$ cat src/rtl/uart_rx_rcu_if.sv
// Control/status bundle between the RX control unit and its counters,
// stop-bit checker and data buffer.
interface uart_rx_rcu_if #(
    parameter int ERR_CNT_BITS = 4
);
    logic                    start_bit_detected;
    logic                    shift_strobe;
    logic                    packet_done;
    logic                    framing_error;
    logic                    timer_clear;
    logic                    enable_timer;
    logic                    sbc_clear;
    logic                    sbc_enable;
    logic                    load_buffer;
    logic                    shift_enable;
    logic                    error_flag;
    logic [ERR_CNT_BITS-1:0] err_count;

    modport master (
        input  start_bit_detected,
        input  shift_strobe,
        input  packet_done,
        input  framing_error,
        output timer_clear,
        output enable_timer,
        output sbc_clear,
        output sbc_enable,
        output load_buffer,
        output shift_enable,
        output error_flag,
        output err_count
    );

    modport slave (
        output start_bit_detected,
        output shift_strobe,
        output packet_done,
        output framing_error,
        input  timer_clear,
        input  enable_timer,
        input  sbc_clear,
        input  sbc_enable,
        input  load_buffer,
        input  shift_enable,
        input  error_flag,
        input  err_count
    );
endinterface

$ cat src/rtl/uart_rx_rcu.sv
// UART RX control unit: sequences counters, stop-bit check and buffer load.
// Optional RECEIVE watchdog with ABORT state: define RCU_WATCHDOG_EN.
module uart_rx_rcu #(
    parameter int ERR_CNT_BITS    = 4,
    parameter int WATCHDOG_CYCLES = 1024
) (
    input logic         clk,
    input logic         n_rst,
    uart_rx_rcu_if.master bus
);

    typedef enum logic [2:0] {
        IDLE      = 3'd0,
        CLEAR     = 3'd1,
        RECEIVE   = 3'd2,
        SBC_SET   = 3'd3,
        SBC_CHECK = 3'd4,
        LOAD      = 3'd5
`ifdef RCU_WATCHDOG_EN
        ,
        ABORT     = 3'd6
`endif
    } state_t;

    state_t state;
    state_t nxt;

    logic                    err_evt;
    logic                    eflag_q;
    logic [ERR_CNT_BITS-1:0] cnt_q;

    if (WATCHDOG_CYCLES < 2) begin : g_wd_bad
        $error("WATCHDOG_CYCLES must be at least 2");
    end

`ifdef RCU_WATCHDOG_EN
    localparam int WD_W = $clog2(WATCHDOG_CYCLES) + 1;
    localparam logic [WD_W-1:0] WD_MAX = WD_W'(WATCHDOG_CYCLES - 1);

    logic [WD_W-1:0] wd;
    logic            wd_hit;

    // packet_done on the limit cycle still wins over the abort
    assign wd_hit = (state == RECEIVE) && (wd == WD_MAX) &&
                    !bus.packet_done;

    always_ff @(posedge clk) begin
        if (!n_rst) begin
            wd <= '0;
        end else if (state == CLEAR) begin
            wd <= '0;
        end else if (state == RECEIVE) begin
            wd <= wd + 1'b1;
        end
    end

    assign err_evt = ((state == SBC_CHECK) && bus.framing_error) || wd_hit;
`else
    assign err_evt = (state == SBC_CHECK) && bus.framing_error;
`endif

    always_ff @(posedge clk) begin
        if (!n_rst) begin
            state <= IDLE;
        end else begin
            state <= nxt;
        end
    end

    always_comb begin
        nxt = state;
        case (state)
            IDLE: begin
                if (bus.start_bit_detected) nxt = CLEAR;
            end
            CLEAR: nxt = RECEIVE;
            RECEIVE: begin
                if (bus.packet_done) nxt = SBC_SET;
`ifdef RCU_WATCHDOG_EN
                else if (wd_hit) nxt = ABORT;
`endif
            end
            SBC_SET: nxt = SBC_CHECK;
            SBC_CHECK: nxt = bus.framing_error ? IDLE : LOAD;
            LOAD: nxt = IDLE;
`ifdef RCU_WATCHDOG_EN
            ABORT: nxt = IDLE;
`endif
            default: nxt = IDLE;
        endcase
    end

    always_comb begin
        bus.timer_clear  = 1'b0;
        bus.enable_timer = 1'b0;
        bus.sbc_clear    = 1'b0;
        bus.sbc_enable   = 1'b0;
        bus.load_buffer  = 1'b0;
        case (state)
            CLEAR: begin
                bus.timer_clear = 1'b1;
                bus.sbc_clear   = 1'b1;
            end
            RECEIVE: bus.enable_timer = 1'b1;
            SBC_SET: bus.sbc_enable = 1'b1;
            LOAD: bus.load_buffer = 1'b1;
`ifdef RCU_WATCHDOG_EN
            ABORT: begin
                bus.timer_clear = 1'b1;
                bus.sbc_clear   = 1'b1;
            end
`endif
            default: ;
        endcase
    end

    assign bus.shift_enable = bus.shift_strobe && (state == RECEIVE);

    // error_flag reports the last packet only; err_count sticks at all-ones
    always_ff @(posedge clk) begin
        if (!n_rst) begin
            eflag_q <= 1'b0;
            cnt_q   <= '0;
        end else if (err_evt) begin
            eflag_q <= 1'b1;
            if (cnt_q != '1) cnt_q <= cnt_q + 1'b1;
        end else if (state == CLEAR) begin
            eflag_q <= 1'b0;
        end
    end

    assign bus.error_flag = eflag_q;
    assign bus.err_count  = cnt_q;

endmodule

$ cat src/flat_wrapper.sv
// flat-port wrapper written by rule: the top's interface ports become plain ports
module uart_rx_rcu_flat 
#(
    parameter int ERR_CNT_BITS    = 4,
    parameter int WATCHDOG_CYCLES = 1024
)
  (clk, n_rst, bus_start_bit_detected, bus_shift_strobe, bus_packet_done, bus_framing_error, bus_timer_clear, bus_enable_timer, bus_sbc_clear, bus_sbc_enable, bus_load_buffer, bus_shift_enable, bus_error_flag, bus_err_count);
  uart_rx_rcu_if #(.ERR_CNT_BITS(ERR_CNT_BITS)) bus_i ();
  input logic clk;
  input logic n_rst;
  input wire logic [$bits(bus_i.start_bit_detected)-1:0] bus_start_bit_detected;
  input wire logic [$bits(bus_i.shift_strobe)-1:0] bus_shift_strobe;
  input wire logic [$bits(bus_i.packet_done)-1:0] bus_packet_done;
  input wire logic [$bits(bus_i.framing_error)-1:0] bus_framing_error;
  output wire logic [$bits(bus_i.timer_clear)-1:0] bus_timer_clear;
  output wire logic [$bits(bus_i.enable_timer)-1:0] bus_enable_timer;
  output wire logic [$bits(bus_i.sbc_clear)-1:0] bus_sbc_clear;
  output wire logic [$bits(bus_i.sbc_enable)-1:0] bus_sbc_enable;
  output wire logic [$bits(bus_i.load_buffer)-1:0] bus_load_buffer;
  output wire logic [$bits(bus_i.shift_enable)-1:0] bus_shift_enable;
  output wire logic [$bits(bus_i.error_flag)-1:0] bus_error_flag;
  output wire logic [$bits(bus_i.err_count)-1:0] bus_err_count;
  assign bus_i.start_bit_detected = bus_start_bit_detected;
  assign bus_i.shift_strobe = bus_shift_strobe;
  assign bus_i.packet_done = bus_packet_done;
  assign bus_i.framing_error = bus_framing_error;
  assign bus_timer_clear = bus_i.timer_clear;
  assign bus_enable_timer = bus_i.enable_timer;
  assign bus_sbc_clear = bus_i.sbc_clear;
  assign bus_sbc_enable = bus_i.sbc_enable;
  assign bus_load_buffer = bus_i.load_buffer;
  assign bus_shift_enable = bus_i.shift_enable;
  assign bus_error_flag = bus_i.error_flag;
  assign bus_err_count = bus_i.err_count;
  uart_rx_rcu #(.ERR_CNT_BITS(ERR_CNT_BITS), .WATCHDOG_CYCLES(WATCHDOG_CYCLES)) u_core (.clk(clk), .n_rst(n_rst), .bus(bus_i));
endmodule
$ cat config.mk
export PLATFORM = sky130hd
export DESIGN_NAME = uart_rx_rcu_flat
export DESIGN_NICKNAME = d
export VERILOG_FILES = /design/src/rtl/uart_rx_rcu_if.sv /design/src/rtl/uart_rx_rcu.sv /design/src/flat_wrapper.sv
export SDC_FILE = /design/constraint.sdc
export NUM_CORES = 1
export LEC_CHECK = 0
export CAP_MARGIN = 20
export CORE_AREA = 2 2 39 41
export DETAILED_ROUTE_END_ITERATION = 8
export DIE_AREA = 0 0 41 43
export PLACE_DENSITY_LB_ADDON = 0.12
export SYNTH_ARGS = -nofsm -noshare
export SYNTH_HDL_FRONTEND = slang
export SYNTH_SLANG_ARGS = --single-unit
export TNS_END_PERCENT = 1
$ cat constraint.sdc
create_clock -name clk -period 1.7 [get_ports clk]
set_clock_uncertainty 0.1 [all_clocks]
set_input_delay 0.34 -clock clk [delete_from_list [all_inputs] [get_ports clk]]
set_output_delay 0.34 -clock clk [all_outputs]
set_load 0.02 [all_outputs]
==> reports/metrics.yaml <==
detail_route.iter0.violations: 0
tritoncts: "built"
grt_usage: 0.117
syn-cell-area_um2: 418
fin_nets: 77
die-area_um2: 1760
clock-root-buffer: "clkbuf_4"
synth.avg_cell_area_um2: 9.72
dp_hpwl_um: 652
finalWeightedCongestion: 0.649
avgRoutedWirePerCell_um: 10.4
count_of_pins_over_their_slew_limit: 0
viasPerCell: 4.81
grt_pass1_wl_um: 1340
numClockSinks: 8
synthesis_to_layout_area_growth_pct: 62.6
dr_total_vias: 404
initial_core_util: 0.302
layout.core_utilization: 0.491
hold_path_class: "flop to flop"
tritoncts.num_buffers: 3
rsz_0062_raised_after_global_routing: "yes"
relSlewSlack: 0.805
top_level_ports: 17
diodes: 0
number_of_synthesis_warnings: 0
crit_path_end_kind: "primary output"
reported_leakage_power_nw: 0.318
max_cap_viol_count: 0
worst_ep_arrival_time_ps: 1230
cts_resized: 16
critPathKind: "flop to primary output"
fin_total_pwr_uw: 434
cts-htree-levels: 1
count_of_nets_left_with_antenna_violations_after_detail_routing: 0
design.core.area_um2: 1380
layout_min_cycle_time_ps: 1670
chipWidth_um: 41
postSynthNetCount: 50
grt_max_degree: 8
max-clock-path-buffers: 2
chipHeight_um: 43
outcome: "finished clean"
portBuffers: 16
yosysUniqueCellTypes: 24
worst_ir_drop_vdd_uv: 305
drive_above_1_share: 0.338
postSynthCellCount: 43
highest_fanout_seen_on_the_critical_path: 5
initial_antenna_violation_count: 0
finalHoldWorstSlack_ps: 373
rows: 14
ys_seq_area_frac: 0.383
num-fill-cells: 151
power.density_nw_per_um2: 639
grt_pass1_vias: 321
drc_errors: 0
setup_viol: 0
timing_worst_slew_pin_value_ps: 289
critical_path.startpoint_type: "flop"
finalWirelength_um: 876
number_of_hold_buffers_added_after_cts: 0
place_worst_setup_slack_ps: -231
overflow: 0
final_cycle_utilization_of_the_critical_path: 0.981
peak_freq_ghz: 0.599
hold_violations: 0
timing.setup.tns_ps: 0
required_ps: 1260
clk-insertion-delay-late_ps: 250
post-cts-setup-buffer-count: 0
cts.clk_slew.worst_paths_ps: 50
postSynthRegisterBits: 8
first_pass_iters: 1
final.setup.worst_slack_ps: 31.7
==> layout make-up <==
class | instances | area [um^2] | share of cell area
Timing Repair Buffer | 23 | 208 | 0.306
Tap cell | 16 | 20.0 | 0.0295
Inverter | 1 | 3.75 | 0.00552
Sequential cell | 8 | 163 | 0.239
Multi-Input combinational cell | 33 | 263 | 0.387
Clock buffer | 3 | 22.5 | 0.0331
==> routing by layer <==
layer,global-route usage,routed length [um]
met5,0,0
met4,0.0800,4
met3,0.0471,64
met1,0.161,415
met2,0.144,391
==> cells in the mapped netlist <==
cell type  count  area [um^2]
a211oi_1       1         7.51
a21o_1         1         7.51
a21oi_1        4         20.0
and2_1         1         6.26
and3_1         1         6.26
and3b_2        2         20.0
and4b_1        1         10.0
and4bb_2       1         12.5
buf_4          1         7.51
dfxtp_1        8          160
ha_1           1         12.5
inv_1          1         3.75
nand2b_1       3         18.8
nand3_1        1         5.00
nand3b_1       2         15.0
nand4bb_4      1         27.5
nor2_1         4         15.0
nor3_1         1         5.00
nor3b_1        2         15.0
nor4b_1        1         8.76
o21ai_0        2         10.0
o311ai_0       1         8.76
o41ai_1        1         8.76
or3_1          1         6.26
==> worst max-delay path, stage by stage, from the launching register on <==
cell and delay (ps):
dfxtp_1 360, nor3b_4 220, and2_1 150, clkdlybuf4s15_2 250
==> registers in the layout, summed over array words and instances (netlist names) <==
signal and cells:
u_core.bus.err_count 4, u_core.state 3, u_core.bus.error_flag 1
==> power breakdown <==
part	total (mW)	internal (mW)	switching, mW
sequential	0.201	0.194	0.00660
clock	0.143	0.0806	0.0623
combinational	0.0904	0.0532	0.0372
total	0.434	0.328	0.106
==> cells by family after synthesis <==
family	after synthesis	share of synthesized area
and+or+nand+nor	22	0.410
buffers and inverters	2	0.0269
DFF	8	0.383
AOI/OAI and AO/OA	10	0.150
adders and majority gates	1	0.0299
==> path summary, 6_finish.rpt <==
kind                                         startpoint                 endpoint  slack [ps]  cells after the start
worst max-delay path                    u_core.state[2]         bus_shift_enable          30                      3
worst min-delay path              u_core.bus.error_flag    u_core.bus.error_flag         370                      2
worst max register to register  u_core.bus.err_count[0]  u_core.bus.err_count[3]         250                      4
worst min register to register    u_core.bus.error_flag    u_core.bus.error_flag         370                      2
==> layout by cell type (no fill, tap or decap), drive strengths merged, types with 2 or more instances in the layout <==
cell type,synthesis,routed
and3b,2,2
dlymetal6s2s,0,2
nand2b,3,3
buf,1,7
nor3b,2,2
o21ai,2,2
clkbuf,0,5
nand3b,2,2
dlygate4sd2,0,3
clkdlybuf4s15,0,3
nor2,4,4
clkdlybuf4s50,0,6
a21oi,4,4
dfxtp,8,8
==> metrics by stage <==
| step | std cells | cell area, um^2 |
|---|---|---|
| final | 84 | 679 |
| after global routing | 84 | 679 |
| after CTS | 84 | 671 |
| after detailed placement | 81 | 648 |
| after global placement | 81 | 648 |
| after floorplan | 43 | 423 |
Power figures use the tool's default switching activity.
